File: src/rtl/vrf_wb_arbiter.sv
// Per-lane VRF write-back arbiter: round-robin over result requesters into a one-entry output slot.
// Optional macro WB_ZERO_STRB_DROP_EN: zero-strobe beats are consumed and retired without a VRF write.
module vrf_wb_arbiter #(
    parameter int NrReq  = 3,
    parameter int LaneId = 0,
    parameter int DataW  = 64,
    parameter int StrbW  = DataW / 8,
    parameter int AddrW  = 8,
    parameter int IdW    = 4
) (
    input  logic                   clk_i,
    input  logic                   rst_ni,
    input  logic [NrReq-1:0]       req_valid_i,
    output logic [NrReq-1:0]       req_gnt_o,
    input  logic [NrReq*DataW-1:0] req_wdata_i,
    input  logic [NrReq*StrbW-1:0] req_wstrb_i,
    input  logic [NrReq*AddrW-1:0] req_addr_i,
    input  logic [NrReq*IdW-1:0]   req_id_i,
    output logic                   vrf_wr_valid_o,
    input  logic                   vrf_wr_ready_i,
    output logic [DataW-1:0]       vrf_wdata_o,
    output logic [StrbW-1:0]       vrf_wstrb_o,
    output logic [AddrW-1:0]       vrf_waddr_o,
    output logic                   wb_valid_o,
    output logic [IdW-1:0]         wb_id_o
);

    localparam int PtrW = (NrReq > 1) ? $clog2(NrReq) : 1;

    logic [PtrW-1:0]  rr_ptr_q, rr_ptr_d;
    logic             out_valid_q, out_valid_d;
    logic [DataW-1:0] data_q, data_d;
    logic [StrbW-1:0] strb_q, strb_d;
    logic [AddrW-1:0] addr_q, addr_d;
    logic [IdW-1:0]   id_q, id_d;

    logic [PtrW-1:0]  win;
    logic [PtrW-1:0]  idx_w;
    logic             found;
    int               idx;
    logic             accept, gnt_any, drain, drop;
    logic [DataW-1:0] win_data;
    logic [StrbW-1:0] win_strb;
    logic [AddrW-1:0] win_addr;
    logic [IdW-1:0]   win_id;

    // Scan starts at rr_ptr_q and wraps, so the last winner has lowest priority next time.
    always_comb begin
        win   = '0;
        found = 1'b0;
        idx   = 0;
        idx_w = '0;
        for (int i = 0; i < NrReq; i++) begin
            idx = int'(rr_ptr_q) + i;
            if (idx >= NrReq) idx = idx - NrReq;
            idx_w = idx[PtrW-1:0];
            if (!found && req_valid_i[idx_w]) begin
                found = 1'b1;
                win   = idx_w;
            end
        end
    end

    assign win_data = req_wdata_i[int'(win)*DataW +: DataW];
    assign win_strb = req_wstrb_i[int'(win)*StrbW +: StrbW];
    assign win_addr = req_addr_i[int'(win)*AddrW +: AddrW];
    assign win_id   = req_id_i[int'(win)*IdW +: IdW];

    assign accept  = !out_valid_q || vrf_wr_ready_i;
    assign gnt_any = accept && found;
    assign drain   = out_valid_q && vrf_wr_ready_i;

`ifdef WB_ZERO_STRB_DROP_EN
    assign drop = gnt_any && (win_strb == '0);
`else
    assign drop = 1'b0;
`endif

    always_comb begin
        req_gnt_o = '0;
        if (gnt_any) req_gnt_o[win] = 1'b1;
    end

    always_comb begin
        rr_ptr_d    = rr_ptr_q;
        out_valid_d = out_valid_q;
        data_d      = data_q;
        strb_d      = strb_q;
        addr_d      = addr_q;
        id_d        = id_q;
        if (gnt_any) rr_ptr_d = (win == PtrW'(NrReq - 1)) ? '0 : win + 1'b1;
        if (gnt_any && !drop) begin
            out_valid_d = 1'b1;
            data_d      = win_data;
            strb_d      = win_strb;
            addr_d      = win_addr;
            id_d        = win_id;
        end else if (drain) begin
            out_valid_d = 1'b0;
        end
    end

    always_ff @(posedge clk_i or negedge rst_ni) begin
        if (!rst_ni) begin
            rr_ptr_q    <= '0;
            out_valid_q <= 1'b0;
            data_q      <= '0;
            strb_q      <= '0;
            addr_q      <= '0;
            id_q        <= '0;
        end else begin
            rr_ptr_q    <= rr_ptr_d;
            out_valid_q <= out_valid_d;
            data_q      <= data_d;
            strb_q      <= strb_d;
            addr_q      <= addr_d;
            id_q        <= id_d;
        end
    end

    assign vrf_wr_valid_o = out_valid_q;
    assign vrf_wdata_o    = data_q;
    assign vrf_wstrb_o    = strb_q;
    assign vrf_waddr_o    = addr_q;

`ifdef WB_ZERO_STRB_DROP_EN
    logic           pend_valid_q, pend_valid_d;
    logic [IdW-1:0] pend_id_q, pend_id_d;

    // A pending drop always leaves the slot empty, so it never collides with a drain next cycle.
    always_comb begin
        pend_valid_d = drop && (drain || pend_valid_q);
        pend_id_d    = drop ? win_id : pend_id_q;
    end

    always_ff @(posedge clk_i or negedge rst_ni) begin
        if (!rst_ni) begin
            pend_valid_q <= 1'b0;
            pend_id_q    <= '0;
        end else begin
            pend_valid_q <= pend_valid_d;
            pend_id_q    <= pend_id_d;
        end
    end

    assign wb_valid_o = drain || pend_valid_q || drop;
    assign wb_id_o    = drain        ? id_q      :
                        pend_valid_q ? pend_id_q :
                        drop         ? win_id    : id_q;

`ifndef SYNTHESIS
    a_pend_slot_empty: assert property (@(posedge clk_i) disable iff (!rst_ni)
        pend_valid_q |-> !out_valid_q)
        else $error("lane %0d: pending drop overlaps a held beat", LaneId);
`endif
`else
    assign wb_valid_o = drain;
    assign wb_id_o    = id_q;
`endif

`ifndef SYNTHESIS
    a_gnt_onehot: assert property (@(posedge clk_i) disable iff (!rst_ni) $onehot0(req_gnt_o))
        else $error("lane %0d: more than one grant", LaneId);
    a_out_stable: assert property (@(posedge clk_i) disable iff (!rst_ni)
        (vrf_wr_valid_o && !vrf_wr_ready_i) |=> (vrf_wr_valid_o && $stable(vrf_wdata_o) &&
        $stable(vrf_wstrb_o) && $stable(vrf_waddr_o)))
        else $error("lane %0d: write beat changed while stalled", LaneId);
`endif

endmodule

File: config.mk
export PLATFORM = sky130hd
export DESIGN_NAME = vrf_wb_arbiter
export DESIGN_NICKNAME = d
export VERILOG_FILES = /design/src/rtl/vrf_wb_arbiter.sv
export SDC_FILE = /design/constraint.sdc
export NUM_CORES = 1
export LEC_CHECK = 0
export CORE_AREA = 2 2 134 136
export DETAILED_ROUTE_END_ITERATION = 8
export DIE_AREA = 0 0 136 138
export GPL_TIMING_DRIVEN = 0
export HOLD_SLACK_MARGIN = 0.08
export PLACE_DENSITY = 0.68
export SLEW_MARGIN = 0
export SYNTH_ARGS = -nofsm -noshare
export SYNTH_HDL_FRONTEND = slang
export SYNTH_SLANG_ARGS = --single-unit
File: constraint.sdc
create_clock -name clk_i -period 4.3 [get_ports clk_i]
set_clock_uncertainty 0.1 [all_clocks]
set_input_delay 0.645 -clock clk_i [delete_from_list [all_inputs] [get_ports clk_i]]
set_output_delay 0.645 -clock clk_i [all_outputs]
set_load 0.005 [all_outputs]
# ---- Word-level counts from Yosys, hierarchy flattened
# Index checks and enable logic that the tools add are counted.
dict set report op_classes {
  order_cmp 8
  eq_ne 1
  n_reduce_logical 10
  n_mux 21
  shift 4
  addsub 6
}
# cell count
set ops {}
lappend ops {{variable part select 192 x 9 -> 64 bit} 1}
lappend ops {{variable part select 24 x 6 -> 8 bit} 2}
lappend ops {{two-way mux 2 bit} 7}
lappend ops {{< comparator 2 x 3 -> 1 bit (second input constant)} 4}
lappend ops {{variable part select 12 x 5 -> 4 bit} 1}
lappend ops {{two-way mux 1 bit} 9}
lappend ops {{binary-select mux 1 bit (select 2 bit)} 3}
lappend ops {{>= comparator 3 x 2 -> 1 bit (second input constant)} 2}
lappend ops {{subtractor 2 bit (second input constant)} 3}
lappend ops {{logical AND 1 bit} 5}
lappend ops {{adder 2 x 1 -> 3 bit (second input constant)} 1}
lappend ops {{adder 2 x 2 -> 3 bit (second input constant)} 1}
lappend ops {{zero test 1 bit} 3}
lappend ops {{two-way mux 3 bit} 1}
lappend ops {{adder 2 x 1 -> 2 bit (second input constant)} 1}
lappend ops {{demux 1 bit (select 2 bit)} 1}
lappend ops {{== test 2 bit (second input constant)} 1}
lappend ops {{>= comparator 2 x 1 -> 1 bit (second input constant)} 1}
lappend ops {{>= comparator 2 bit (second input constant)} 1}
lappend ops {{nonzero test 2 bit} 1}
lappend ops {{logical OR 1 bit} 1}
dict set report totals {
  register_bits 87
  elab_cells 56
  in_bits 258
  output_inout_bits 89
}

# ---- Longest topological paths before layout
dict set report depth {
  ltp_word 16
  mapped_depth 10
  ltp_nobuf 7
}

# ---- Worst setup path after synthesis
# Ideal clock, no wire load.
dict set report synth_timing {
  path_type {register to output}
  from {reg rr_ptr_q[0]}
  to {out req_gnt_o[0]}
  slack_ns 1.385
  path_stages_with_launch 10
  arrival_time_ns 2.170
  path_cell_list {dfrtp_1 -> inv_1 -> ha_1 -> buf_4 -> mux2i_1 -> o22ai_1 -> nor2_1 -> a221oi_2 -> buf_2 -> nor2b_1}
}
dict set report synth_via {
  elab_chain_cells 16
  elab_cells_between_ends 34
}
# item line_no
set synth_lines {}
lappend synth_lines {{start, declared} 30} ;# logic [PtrW-1:0] rr_ptr_q, rr_ptr_d;
lappend synth_lines {{start signal, assigned} 112} ;# rr_ptr_q <= rr_ptr_d;
lappend synth_lines {{parallel branches: the longest is 15 deep, another holds adder 2 x 1 -> 3 bit} --}
lappend synth_lines {{two-way mux 3 bit *} 81} ;# if (gnt_any) req_gnt_o[win] = 1'b1;
lappend synth_lines {{end, declared} 14} ;# output logic [NrReq-1:0] req_gnt_o,
# Every way passes the cells marked *. The select of a mux whose other input is x is not followed.

# ---- Worst setup path in the final report
dict set report layout_timing {
  from {in req_valid_i[1]}
  to {out req_gnt_o[0]}
}
dict set report layout_via {
  elab_chain_cells 14
  elab_cells_between_ends 23
}
# item line_no
set layout_lines {}
lappend layout_lines {{start, declared} 13} ;# input logic [NrReq-1:0] req_valid_i,
lappend layout_lines {{binary-select mux 1 bit (select 2 bit)} 57} ;# if (!found && req_valid_i[idx_w]) begin
lappend layout_lines {{two-way mux 1 bit (implied by the code)} 57}
lappend layout_lines {{two-way mux 1 bit} 57}
lappend layout_lines {{zero test 1 bit} 57}
lappend layout_lines {{logical AND 1 bit} 57}
lappend layout_lines {{two-way mux 1 bit} 57}
lappend layout_lines {{zero test 1 bit} 57}
lappend layout_lines {{logical AND 1 bit} 57}
lappend layout_lines {{two-way mux 2 bit} 57}
lappend layout_lines {{< comparator 2 x 3 -> 1 bit (implied by the code) or >= comparator 2 x 1 -> 1 bit (tied branches)} 81}
lappend layout_lines {{logical AND 1 bit (implied by the code)} 81}
lappend layout_lines {{two-way mux 1 bit (implied by the code)} 81}
lappend layout_lines {{demux 1 bit (select 2 bit)} 81}
lappend layout_lines {{two-way mux 3 bit *} 81}
# Mark *: on every way between the ends. The rest lies on a longest branch, timed or not. The select of a mux whose other input is x is not followed.

==> results.md <==
- EDFF count, synth: 0
- Rows: 49
- Ports: around 350
- RSZ-0062 raised after global routing: no
- DR iter-0 viols: 386
- Static Leakage: approximately 3.5 nW
- Detailed Place HPWL: 18700 um
- Post-synthesis compound-gate area fraction: ~33%
- CP Launch Type: input port
- Tcrit/Tclk final: between 90% and 100%
- Most common cell in the netlist: dfrtp_1
- Final nets: 1258
- Clock Tree Buf Depth: 2
- CP Max Fanout: 10
- Vias in the first global route: approximately 7k
- Clock sinks: a little under 90
- Mapped Area: 0.00554 mm^2
- Mapped Nets: 899
- Die height: 138 um
- Worst Path Required: about 3600 ps
- Tmin final: slightly below 4000 ps
- CP delay by family, top: buffers and inverters
- Total area of sequential cells: approximately 0.0022 mm^2
- Dpl cells: between 1k and 1.5k
- Setup TNS: 0 ps
- Grt total ovfl: 0
- Crit-path most repeated cell: clkdlybuf4s50_1
- Int Power: ~0.0038 W
- Final worst slack: 320 ps
- CTS tree: yes
- Flop-to-flop setup slack: roughly 1200 ps
- Share of layout cells above drive strength 1: approximately 15%
- Synth Flop Type: dfrtp_1
- Multi-input logic area: around 0.0030 mm^2
- Logic gate share of total power: about 66%
- DRC viols: 0
- Net Sw Power: between 0.003 and 0.004 W
- Initial antenna violation count: 0
- Drt total wl: roughly 25000 um
- Clock root buffer master: clkbuf_16
- Die ar.: between 0.015 and 0.02 mm^2
- Pwr per Cell Area: 714 mW/mm^2
- Diodes inserted: 0
- Adder-cell share of the synthesized area: less than 1%
- Core Area: about 0.018 mm^2
- Setup crit end kind: output port
- ANT nets after route: 0
- DR pass1 iterations: 5
- Fillcell total: roughly 1.7k
- HP Class: in -> async
- Top cells by area, synth: dfrtp_1, o32ai_1, or2_2
- WS Path Type: in -> out
- First-pass GRT wire length: between 30000 and 40000 um
- Slew Viols, Final: 0
- Reg-to-reg critical path endpoint: vrf_wdata_o[12]
- Port Buf Inserts: 346
- Die X: between 100 and 150 um
- WP buf/inv: 3
- Max IR drop VDD: roughly 0.30 mV
- Post-Synth XOR/XNOR Area: 0%
- Synth top area share: roughly 40%
- Yosys Warn Count: 0
- Seq/Total Area, Yosys: roughly two fifths
- Yosys cell types: 34
- Outcome: finished clean
- FF-to-FF path depth: 9
- Clk_lat worst skew: between 300 and 400 ps
- Worst path max stage delay: approximately 600 ps
- Seq cells post-synth: 87
- P&R area growth vs syn: 73.8%
- CTS H-tree depth: 3
- Pre-CTS WS: -188 ps
- Worst-Margin Slew: roughly 680 ps
- Via density: approximately 5.7
- Synth area leader: dfrtp_1
- Total GRT Usage: a little over a quarter
- Final Hold Vio Count: 0
- Finished Layout Cells: ~1.2k
- Synth Instances: 637
- Switching share of power: between 40 and 50%
- Total CTS buffers: 9
- FMAX: 251 MHz
- Worst-path cell chain: clkdlybuf4s50_1, mux2i_1, o22ai_4, nor2_1, a221oi_4, buf_2, nor2b_1, clkdlybuf4s50_1
- Clock-pin slew on the worst setup and hold paths: around 60 ps
- Synth cell count leaders: dfrtp_1, o32ai_1, or2_2
- Starting Density: a little under a third
- CP arrival: about 3200 ps
- Syn Area/Cell: ~8.7 um^2
- Mux contribution to synthesized area: less than 1%
- Largest net degree at the start of global routing: 46
- Synth async-reset ratio: 100%
- WL/cell: roughly 21 um
- Reg power frac: between 20% and 30%
- Clock power frac: a little under an eighth
- Max_cap viols: 0
- DR vias: roughly 7.0k
- Slew headroom: 54.7%
- Reg2reg start: rr_ptr_q[1]
- Crit-path slowest cell: clkdlybuf4s50_1
- Routability cong.: 0.883
- Largest family of logic cells by synthesized area: compound AO/OA/AOI/OAI gates
- Final setup fails: 0
- Synth Area in Simple Gates: 19.1%
kinds of logic (layout without fill, tap and decap cells):
kind of cell	count (synthesis)	count (layout)
AOI/OAI and AO/OA	266	266
adders and majority gates	4	4
buffers and inverters	88	452
DFF	87	87
muxes	3	3
and+or+nand+nor	189	189
power by group through the flow:
stage          clock network [W]  logic (W)  registers [W]
6_report                0.000806    0.00456        0.00151
2_1_floorplan                  0    0.00242        0.00153
3_5_place_dp                   0    0.00452        0.00152
3_3_place_gp                   0    0.00448        0.00151
5_1_grt                 0.000852    0.00496        0.00156
4_1_cts                 0.000822    0.00456        0.00151
through the flow:
stage	power (W)	area, um^2	hold slack [ps]	utilization [%]
5_1_grt	0.00736	9630	258	54.9
3_5_place_dp	0.00604	9320	461	53.1
4_1_cts	0.00689	9630	219	54.9
6_report	0.00688	9630	217	54.9
2_1_floorplan	0.00396	5540	249	-
3_3_place_gp	0.00599	9290	456	53.0
worst max path at each step:
| stage | startpoint | to | slack, ps | cells after the start |
|---|---|---|---|---|
| global placement | rst_ni | vrf_wdata_o[50] | -1090 | 1 |
| floorplan | rr_ptr_q[0] | req_gnt_o[0] | 1390 | 9 |
| finish | req_valid_i[1] | req_gnt_o[0] | 320 | 8 |
| CTS | rr_ptr_q[0] | req_gnt_o[0] | 170 | 10 |
| global route | rr_ptr_q[1] | req_gnt_o[0] | 120 | 9 |
| detailed placement | req_valid_i[1] | req_gnt_o[0] | -190 | 8 |
placed cells by master (no fill, tap or decap), drive strengths merged, types with 3 or more instances in the layout:
cell type and count:
clkbuf 63, buf 35, or2 85, a31oi 84, o22ai 3, dfrtp 87
o21ai 84, inv 5, o32ai 85, nand2 5, nor3 3, nand3 84
ha 4, nor2b 3, nor2 4, clkdlybuf4s50 345, mux2i 3, clkinv 3
repair_timing:
| item | 4_1_cts | 5_1_grt |
|---|---|---|
| endpoints found under the setup margin | 2 | 1 |
| setup buffers | 1 | 0 |
| hold buffers | 0 | 0 |
| pin swaps | 1 | 0 |
| endpoints found under the hold margin | 0 | 0 |
| resized for setup | 1 | 1 |
worst register-to-register path: cells and delay by family, from the launching register on:
kind,cells,cell delay [ps]
DFF,1,400
and+or+nand+nor,1,240
AOI/OAI and AO/OA,3,650
muxes,1,210
adders and majority gates,1,300
buffers and inverters,3,1090
metal layers:
metal	vias up	GRT usage, %	share of wire, %
li1	3201	-	-
met4	0	10.3	3.1
met2	344	42.4	47
met3	50	4.88	7.7
met5	-	0	0
met1	3363	34.5	42
final cells by class:
cell class | instances | share of cell area [%]
timing repair buffer | 348 | 36.3
multi-input combinational | 462 | 31.0
sequential | 87 | 22.6
buffer | 83 | 3.88
tap | 229 | 2.97
clock buffer | 12 | 2.56
clock inverter | 4 | 0.468
inverter | 5 | 0.195
state kept, by name (all words and copies together), names as in the netlist:
| name | flops |
|---|---|
| rr_ptr_q | 2 |
| vrf_waddr_o | 8 |
| vrf_wdata_o | 64 |
| vrf_wr_valid_o | 1 |
| vrf_wstrb_o | 8 |
| wb_id_o | 4 |
Power figures use the tool's default switching activity.
